`src/rtl/memory_arbiter_if.sv`:
```
// Datapath- and RAM-facing signal bundle for the memory arbiter.
// The arbiter takes the slave view; the datapath/RAM side takes the master view.
interface memory_arbiter_if;
    logic        iren;
    logic [31:0] iaddr;
    logic        iwait;
    logic [31:0] iload;
    logic        dren;
    logic        dwen;
    logic [31:0] daddr;
    logic [31:0] dstore;
    logic        dwait;
    logic [31:0] dload;
    logic        ramren;
    logic        ramwen;
    logic [31:0] ramaddr;
    logic [31:0] ramstore;
    logic [31:0] ramload;
    logic [1:0]  ramstate;

    modport slave (
        input  iren, iaddr, dren, dwen, daddr, dstore, ramload, ramstate,
        output iwait, iload, dwait, dload, ramren, ramwen, ramaddr, ramstore
    );

    modport master (
        output iren, iaddr, dren, dwen, daddr, dstore, ramload, ramstate,
        input  iwait, iload, dwait, dload, ramren, ramwen, ramaddr, ramstore
    );
endinterface

```
`src/rtl/memory_arbiter.sv`:
```
// Shares one RAM port between instruction fetch and data access: one registered
// grant at a time, held until ACCESS, with anti-starvation for fetch and a timeout.
module memory_arbiter #(
    parameter int STARVE_MAX = 4,
    parameter int TIMEOUT    = 255
) (
    input  logic                clk_i,
    input  logic                rst_i,
    memory_arbiter_if.slave     bus_io,
    output logic                err_o
);
    localparam int SW = $clog2(STARVE_MAX + 1);
    localparam int TW = $clog2(TIMEOUT + 1);

    localparam logic [1:0] RS_ACCESS = 2'd2;
    localparam logic [1:0] RS_ERROR  = 2'd3;

    typedef enum logic [1:0] {IDLE, IGNT, DGNT} state_t;

    state_t          state_q, state_d;
    logic [SW-1:0]   starve_q, starve_d;
    logic [TW-1:0]   tmo_q, tmo_d;
    logic            err_q, err_d;

    logic        d_req;
    logic        ram_access;
    logic        ram_error;
    logic        grant_req;
    logic        i_done;
    logic        d_done;
    logic        ram_ren;
    logic        ram_wen;
    logic [31:0] ram_addr;
    logic [31:0] ram_store;

    assign d_req      = bus_io.dren | bus_io.dwen;
    assign ram_access = (bus_io.ramstate == RS_ACCESS);
    assign ram_error  = (bus_io.ramstate == RS_ERROR);
    assign grant_req  = ((state_q == IGNT) & bus_io.iren) | ((state_q == DGNT) & d_req);
    assign i_done     = (state_q == IGNT) & bus_io.iren & ram_access;
    assign d_done     = (state_q == DGNT) & d_req & ram_access;

    always_ff @(posedge clk_i or posedge rst_i) begin
        if (rst_i) begin
            state_q  <= IDLE;
            starve_q <= '0;
            tmo_q    <= '0;
            err_q    <= 1'b0;
        end else begin
            state_q  <= state_d;
            starve_q <= starve_d;
            tmo_q    <= tmo_d;
            err_q    <= err_d;
        end
    end

    always_comb begin
        state_d   = state_q;
        starve_d  = starve_q;
        tmo_d     = tmo_q;
        err_d     = err_q;
        ram_ren   = 1'b0;
        ram_wen   = 1'b0;
        ram_addr  = '0;
        ram_store = '0;

        case (state_q)
            IDLE: begin
                tmo_d = '0;
                if (!bus_io.iren) begin
                    starve_d = '0;
                end
                if (bus_io.iren && (starve_q == SW'(STARVE_MAX))) begin
                    state_d = IGNT;
                end else if (d_req) begin
                    state_d = DGNT;
                end else if (bus_io.iren) begin
                    state_d = IGNT;
                end
            end
            IGNT: begin
                ram_ren  = bus_io.iren;
                ram_addr = bus_io.iaddr;
            end
            DGNT: begin
                ram_addr  = bus_io.daddr;
                ram_store = bus_io.dstore;
                // A simultaneous read and write request is served as the write.
                ram_wen   = bus_io.dwen;
                ram_ren   = bus_io.dren & ~bus_io.dwen;
            end
            default: state_d = IDLE;
        endcase

        // Common grant handling: abort, completion, RAM error, timeout.
        if (state_q == IGNT || state_q == DGNT) begin
            if (!grant_req) begin
                state_d = IDLE;
            end else if (ram_access) begin
                state_d = IDLE;
            end else if (ram_error) begin
                err_d   = 1'b1;
                state_d = IDLE;
            end else if (tmo_q == TW'(TIMEOUT - 1)) begin
                err_d   = 1'b1;
                state_d = IDLE;
            end else begin
                tmo_d = tmo_q + 1'b1;
            end
        end

        if (i_done) begin
            starve_d = '0;
        end else if (d_done && bus_io.iren && (starve_q != SW'(STARVE_MAX))) begin
            starve_d = starve_q + 1'b1;
        end
    end

    assign bus_io.ramren   = ram_ren;
    assign bus_io.ramwen   = ram_wen;
    assign bus_io.ramaddr  = ram_addr;
    assign bus_io.ramstore = ram_store;

    assign bus_io.iwait = bus_io.iren & ~((state_q == IGNT) & ram_access);
    assign bus_io.dwait = d_req & ~((state_q == DGNT) & ram_access);
    assign bus_io.iload = i_done ? bus_io.ramload : 32'h0;
    assign bus_io.dload = d_done ? bus_io.ramload : 32'h0;

    assign err_o = err_q;
endmodule

```
`src/flat_wrapper.sv`:
```
// flat-port wrapper written by rule: the top's interface ports become plain ports
module memory_arbiter_flat 
#(
    parameter int STARVE_MAX = 4,
    parameter int TIMEOUT    = 255
)
  (clk_i, rst_i, err_o, bus_io_iren, bus_io_iaddr, bus_io_dren, bus_io_dwen, bus_io_daddr, bus_io_dstore, bus_io_ramload, bus_io_ramstate, bus_io_iwait, bus_io_iload, bus_io_dwait, bus_io_dload, bus_io_ramren, bus_io_ramwen, bus_io_ramaddr, bus_io_ramstore);
  memory_arbiter_if bus_io_i ();
  input  logic clk_i;
  input  logic rst_i;
  output logic err_o;
  input wire logic [$bits(bus_io_i.iren)-1:0] bus_io_iren;
  input wire logic [$bits(bus_io_i.iaddr)-1:0] bus_io_iaddr;
  input wire logic [$bits(bus_io_i.dren)-1:0] bus_io_dren;
  input wire logic [$bits(bus_io_i.dwen)-1:0] bus_io_dwen;
  input wire logic [$bits(bus_io_i.daddr)-1:0] bus_io_daddr;
  input wire logic [$bits(bus_io_i.dstore)-1:0] bus_io_dstore;
  input wire logic [$bits(bus_io_i.ramload)-1:0] bus_io_ramload;
  input wire logic [$bits(bus_io_i.ramstate)-1:0] bus_io_ramstate;
  output wire logic [$bits(bus_io_i.iwait)-1:0] bus_io_iwait;
  output wire logic [$bits(bus_io_i.iload)-1:0] bus_io_iload;
  output wire logic [$bits(bus_io_i.dwait)-1:0] bus_io_dwait;
  output wire logic [$bits(bus_io_i.dload)-1:0] bus_io_dload;
  output wire logic [$bits(bus_io_i.ramren)-1:0] bus_io_ramren;
  output wire logic [$bits(bus_io_i.ramwen)-1:0] bus_io_ramwen;
  output wire logic [$bits(bus_io_i.ramaddr)-1:0] bus_io_ramaddr;
  output wire logic [$bits(bus_io_i.ramstore)-1:0] bus_io_ramstore;
  assign bus_io_i.iren = bus_io_iren;
  assign bus_io_i.iaddr = bus_io_iaddr;
  assign bus_io_i.dren = bus_io_dren;
  assign bus_io_i.dwen = bus_io_dwen;
  assign bus_io_i.daddr = bus_io_daddr;
  assign bus_io_i.dstore = bus_io_dstore;
  assign bus_io_i.ramload = bus_io_ramload;
  assign bus_io_i.ramstate = bus_io_ramstate;
  assign bus_io_iwait = bus_io_i.iwait;
  assign bus_io_iload = bus_io_i.iload;
  assign bus_io_dwait = bus_io_i.dwait;
  assign bus_io_dload = bus_io_i.dload;
  assign bus_io_ramren = bus_io_i.ramren;
  assign bus_io_ramwen = bus_io_i.ramwen;
  assign bus_io_ramaddr = bus_io_i.ramaddr;
  assign bus_io_ramstore = bus_io_i.ramstore;
  memory_arbiter #(.STARVE_MAX(STARVE_MAX), .TIMEOUT(TIMEOUT)) u_core (.clk_i(clk_i), .rst_i(rst_i), .bus_io(bus_io_i), .err_o(err_o));
endmodule
```
`config.mk`:
```
export PLATFORM = sky130hd
export DESIGN_NAME = memory_arbiter_flat
export DESIGN_NICKNAME = d
export VERILOG_FILES = /design/src/rtl/memory_arbiter_if.sv /design/src/rtl/memory_arbiter.sv /design/src/flat_wrapper.sv
export SDC_FILE = /design/constraint.sdc
export NUM_CORES = 1
export LEC_CHECK = 0
export CORE_AREA = 3 3 104 106
export CTS_BUF_LIST = sky130_fd_sc_hd__clkbuf_8
export DETAILED_ROUTE_END_ITERATION = 16
export DIE_AREA = 0 0 107 109
export PLACE_DENSITY = 0.68
export SLEW_MARGIN = 30
export SYNTH_ARGS = -nofsm -noshare
export SYNTH_HDL_FRONTEND = slang
export SYNTH_SLANG_ARGS = --single-unit
export TNS_END_PERCENT = 10
```
`constraint.sdc`:
```
create_clock -name clk_i -period 2.48 [get_ports clk_i]
set_input_delay 0.372 -clock clk_i [delete_from_list [all_inputs] [get_ports clk_i]]
set_output_delay 0.372 -clock clk_i [all_outputs]
set_load 0.05 [all_outputs]
```
==> results of run 1 <==
## worst max-delay path, cell delays in order, from the launching register on
cell and delay (ns):
dfrtp_1 0.42, inv_1 0.17, ha_4 0.26, nand3b_1 0.17, nor2_2 0.17, buf_12 0.18, and2_1 0.20, buf_12 0.15
## report_power, final
group          switching (mW)  internal [mW]
clock                  0.0869          0.141
sequential             0.0354          0.259
combinational            2.33           2.03
total                    2.46           2.43
## synthesized netlist by cell type, types with 4 or more instances
master / instances / area, sq um
nand3_1: 4 / 20.0
nand3b_1: 4 / 30.0
inv_1: 9 / 33.8
o2bb2ai_1: 4 / 35.0
nor2_1: 5 / 18.8
and2_1: 99 / 619
a22oi_1: 33 / 248
nand2_1: 7 / 26.3
ha_1: 7 / 87.6
nor2b_1: 33 / 206
o21ai_0: 4 / 20.0
clkbuf_1: 19 / 71.3
dfrtp_1: 14 / 350
## metal layers
metal / routed length (um) / global-route usage, % / up-vias
met2: 6340 / 35.5 / 182
li1: - / - / 1477
met5: 0 / 0 / -
met4: 183 / 4.02 / 0
met1: 4440 / 20.5 / 1372
met3: 1120 / 5.21 / 14
## kinds of logic (layout without fill, tap and decap cells)
family	Yosys count	in the layout	share of synthesized area [%]
DFF	14	14	16.8
xor gates and xnor gates	4	4	1.68
adders and majority gates	7	7	4.20
muxes	1	1	0.540
buffers and inverters	33	299	7.07
AOI/OAI and AO/OA	57	57	21.6
and+or+nand+nor	163	163	48.1
## flip-flops by register name, summed over array words and instances, names as in the netlist
name	count
u_core.tmo_q	8
u_core.starve_q	3
u_core.state_q	2
u_core.err_o	1
## final timing paths
path,slack (ns),to,cells after the start,start
worst min register to register,0.47,u_core.err_o,1,u_core.err_o
worst min-delay path,0.47,u_core.err_o,1,u_core.err_o
max in group asynchronous,1.62,u_core.err_o,2,rst_i
worst max register to register,0.38,u_core.tmo_q[2],7,u_core.state_q[0]
min in group asynchronous,0.49,u_core.tmo_q[5],2,rst_i
worst max-delay path,0.13,bus_io_dload[8],7,u_core.state_q[0]
## timing repair
action                                  CTS  global route
resized for setup                         1            14
endpoints found under the setup margin   32            64
buffers inserted                          0             2
pin swaps                                 0             2
hold buffers                              0             0
gates cloned                              0             3
## stage by stage
step / cell area, sq um / hold WS, ns / TNS (ns)
after detailed placement: 6230 / 0.461 / 0
after floorplan: 2090 / 0.261 / 0
after global placement: 6230 / 0.455 / 0
final: 6370 / 0.470 / 0
after global routing: 6370 / 0.510 / -0.0176
after CTS: 6300 / 0.475 / 0
## final cells by class
cell class / instances / area [sq um] / share of cell area (%)
well taps: 133 / 166 / 2.61
repair buffers: 286 / 4140 / 64.9
inverters: 9 / 33.8 / 0.530
flip-flops and latches: 14 / 350 / 5.50
multi-input cells: 232 / 1630 / 25.6
clock buffers: 4 / 55.1 / 0.864
==> results by group, run 1 <==
Detailed routing
  – Wirelength per Cell: 17.8 um
  – Detailed Route Iter0 Violations: 183
  – WL final: 12.1 mm
  – 1st-pass router iterations: 4
  – Number of remaining DRC errors: 0
  – ANT nets after route: 0
  – Via count: 3045
  – Vias per inst: 4.49

Pwr
  – Pwr/cell area: 766 nW/um^2
  – Total power draw: 4.88 mW
  – Static leakage: 2.57 nW
  – Peak VDD IR: 0.372 mV

CTS
  – Later-pin clock latency in the skew report: 0.25 ns
  – Root Buffer: clkbuf_8
  – Clk slew on worst S/H paths: 0.06 ns
  – Clock Sinks: 14
  – CTS tree: built
  – CTS Buffer Depth: 2
  – H-tree lvl count: 1
  – CTS buffer count: 3

Yosys
  – Post-Syn Area per Cell: 7.48 sq um
  – Post-synth EDFFs: 0
  – Yosys synthesis warning count: 0
  – Synth Instances: 279
  – Net count after synthesis: 421
  – Primary FF master, synth: dfrtp_1
  – Part of the Yosys area used for sequential elements: 16.8%
  – Async S/R FF share, synth: 100%
  – FF+latch count, synth: 14
  – Mapped Area: 2090 sq um
  – Distinct cells, synth: 40

GRT
  – All-Layer GR Usage: 18.6%
  – Antenna violations before repair: 0
  – Global route overflow: 0
  – Largest net degree at the start of global routing: 35
  – Global-route wire length before repair: 17.0 mm
  – Number of global-route vias before repair: 3115

Timing
  – Relative slew margins: 61.4%
  – Layout Skew: 0.00176 ns
  – Period minus WS final: 2.35 ns
  – Max Freq: 425 MHz
  – Post-route setup slack: 0.128 ns
  – Slew Viols, Final: 0
  – Final number of setup-violating endpoints: 0
  – Slew at the pin closest to its max-slew limit: 0.579 ns
  – Final hold violations: 0
  – Fin crit share: 94.8%

Floorplanning
  – Initial core utilization: 21.2%
  – Die ar.: 11700 sq um
  – Die Y: 109 um
  – Total core area: 9860 sq um
  – # IOs: 268
  – Rows: 36
  – Die width: 107 um

Place
  – Gpl congestion: 0.796
  – Port buffer count: 267
  – Worst Setup Slack post-DPL: 0.147 ns
  – Inst Count DP: 669
  – Dpl hpwl: 9.94 mm

Layout
  – Final core utilization: 64.6%
  – Non-filler cells, final: 678
  – Layout area overhead: 205%
  – Ant. Diodes: 0
  – Layout cell share with drive strength beyond 1: 31.2%
  – Most common cell after layout, fill and taps aside: clkdlybuf4s50_1
  – Fin nets: 688
  – Fillcell total: 754
  – Most frequent cells in the layout: clkdlybuf4s50_1, buf_12, and2_1

Outcome
  – Status: complete, no violations

Critical path
  – CP endpoint kind: primary output
  – Worst Setup Path Type: flip-flop to primary output
  – Startpoint Class: flip-flop
  – Crit-path max FO: 34
  – Arr. time, crit path: 1.98 ns
  – CP Data Required Time: 2.11 ns

Hold path
  – Worst Hold Class: flip-flop to flip-flop

Run
  – Max Cap Viol: 0
Power figures use the tool's default switching activity.
==> inputs of run 2 (changes only) <==
--- a/config.mk
+++ b/config.mk
@@ -9,9 +9,10 @@
 export CTS_BUF_LIST = sky130_fd_sc_hd__clkbuf_8
 export DETAILED_ROUTE_END_ITERATION = 16
 export DIE_AREA = 0 0 107 109
+export MAX_ROUTING_LAYER = met4
 export PLACE_DENSITY = 0.68
 export SLEW_MARGIN = 30
 export SYNTH_ARGS = -nofsm -noshare
 export SYNTH_HDL_FRONTEND = slang
 export SYNTH_SLANG_ARGS = --single-unit
-export TNS_END_PERCENT = 10
+export TNS_END_PERCENT = 30
==> run 2 against run 1 <==
Maximum frequency rose by 0.44%; sequential cell count did not move; non-clock buffer count did not move; global-route usage rose by 0.57 points; largest power group unchanged; highest routed layer unchanged.
==> results by group, run 2 (synthesis results as in run 1) <==
Hold path
  – Hold path endpoint: u_core.err_o
  – Hold Path Stages: 1
  – Worst Hold Class: flip-flop to flip-flop
  – HP Start: u_core.err_o

Detailed routing
  – 1st-pass router iterations: 4
  – ANT nets after route: 0
  – Number of remaining DRC errors: 0
  – Via count: 3027
  – Vias per inst: 4.46
  – Uppermost layer routed: met4
  – Met2 WL: 6.37 mm
  – WL final: 12.1 mm
  – Wl on met1: 4.59 mm
  – Detailed Route Iter0 Violations: 179
  – Routed wl met3: 974 um
  – Wirelength per Cell: 17.8 um

Layout
  – Area of combinational cells with multiple inputs: 1630 sq um
  – Fillcell total: 754
  – Flip-flop and latch area: 350 sq um
  – Most common cell after layout, fill and taps aside: clkdlybuf4s50_1
  – Fin nets: 688
  – Ant. Diodes: 0
  – Layout cell share with drive strength beyond 1: 31.2%
  – Top flop regs: u_core.tmo_q: 8 flops, u_core.starve_q: 3 flops, u_core.state_q: 2 flops
  – Most frequent cells in the layout: clkdlybuf4s50_1, buf_12, and2_1
  – Max reg flops: 8
  – Layout area overhead: 205%
  – Non-filler cells, final: 678
  – Most flops, register: u_core.tmo_q

CTS
  – Clk slew on worst S/H paths: 0.06 ns
  – Later-pin clock latency in the skew report: 0.25 ns
  – CTS Buffer Depth: 2
  – Clock Sinks: 14
  – Root Buffer: clkbuf_8
  – # hold bufs at CTS: 0
  – CTS tree: built
  – H-tree lvl count: 1
  – CTS buffer count: 3

Floorplanning
  – Die ar.: 11700 sq um
  – Initial core utilization: 21.2%
  – Die width: 107 um
  – Total core area: 9860 sq um
  – Die Y: 109 um
  – # IOs: 268
  – Rows: 36

GRT
  – All-Layer GR Usage: 19.2%
  – Global-route wire length before repair: 17.0 mm
  – Antenna violations before repair: 0
  – Number of global-route vias before repair: 3129
  – Largest net degree at the start of global routing: 35
  – Global route overflow: 0

Critical path
  – R2r startpoint: u_core.state_q[0]
  – Worst r2r path cells: 7
  – Arr. time, crit path: 1.97 ns
  – Worst Setup Path Type: flip-flop to primary output
  – CP Data Required Time: 2.11 ns
  – Crit-path max FO: 34
  – RR Endpoint: u_core.tmo_q[2]
  – Startpoint Class: flip-flop
  – Reg2reg setup slack: 0.40 ns
  – CP endpoint kind: primary output

Outcome
  – Status: complete, no violations

Place
  – Inst Count DP: 669
  – Gpl congestion: 0.807
  – Port buffer count: 267
  – Dpl hpwl: 9.94 mm
  – Worst Setup Slack post-DPL: 0.147 ns

Timing
  – Slew at the pin closest to its max-slew limit: 0.571 ns
  – Max Freq: 427 MHz
  – Fin crit share: 94.4%
  – Relative slew margins: 61.9%
  – Period minus WS final: 2.34 ns
  – Worst hold margin: 0.470 ns
  – Layout Skew: 0.000981 ns
  – Post-route setup slack: 0.138 ns
  – Final number of setup-violating endpoints: 0
  – Final hold violations: 0
  – Slew Viols, Final: 0

Run
  – Max Cap Viol: 0

Pwr
  – Static leakage: 2.57 nW
  – Peak VDD IR: 0.372 mV
  – Pwr/cell area: 766 nW/um^2
run 2: layer usage:
metal | track usage, % | vias to the layer above
met5 | - | -
met4 | 3.93 | 0
met3 | 4.03 | 11
met2 | 35.6 | 165
met1 | 21.3 | 1373
li1 | - | 1478
run 2: power breakdown:
group	internal [mW]	leakage [nW]	total (mW)	switching, mW
Clock	0.141	0.0288	0.227	0.0858
Sequential	0.259	0.190	0.295	0.0355
Combinational	2.03	2.35	4.36	2.33
Total	2.43	2.57	4.88	2.45
run 2: through the flow:
step | power (mW) | cell area [sq um] | util [%] | setup TNS [ns]
finish | 4.88 | 6370 | 64.6 | 0
global route | 5.08 | 6370 | 64.6 | -0.0201
CTS | 4.89 | 6300 | 63.9 | 0
detailed placement | 4.63 | 6230 | 63.2 | 0
global placement | 4.58 | 6230 | 63.2 | 0
floorplan | 2.49 | 2090 | - | 0
run 2: final cells by class:
type / count / share of cell area, %
timing repair buffer: 286 / 64.9
multi-input combinational: 232 / 25.6
sequential: 14 / 5.50
tap: 133 / 2.61
clock buffer: 4 / 0.864
inverter: 9 / 0.530
run 2: worst max-delay path by stage:
stage / start / to / slack (ns) / depth (start not counted)
2_1_floorplan: u_core.state_q[0] / bus_io_ramren / 0.23 / 6
3_3_place_gp: u_core.state_q[0] / bus_io_dload[10] / 0.17 / 7
4_1_cts: u_core.state_q[0] / bus_io_dload[8] / 0.02 / 7
6_report: u_core.state_q[0] / bus_io_dload[25] / 0.14 / 7
5_1_grt: u_core.state_q[0] / bus_io_dload[8] / -0.01 / 7
3_5_place_dp: u_core.state_q[0] / bus_io_dload[8] / 0.15 / 7
run 2: worst max-delay path, stage by stage (launching register included):
cell and delay, ns:
dfrtp_1 0.42, inv_1 0.17, ha_4 0.26, nand3b_1 0.17
nor2_2 0.17, buf_12 0.18, and2_1 0.20, buf_12 0.15
run 2: repair_timing:
item                       4_1_cts  5_1_grt
gates resized for setup          1       14
pin swaps                        0        2
hold endpoints to repair         0        0
setup buffers                    0        2
cloned                           0        3
setup endpoints to repair       32       64
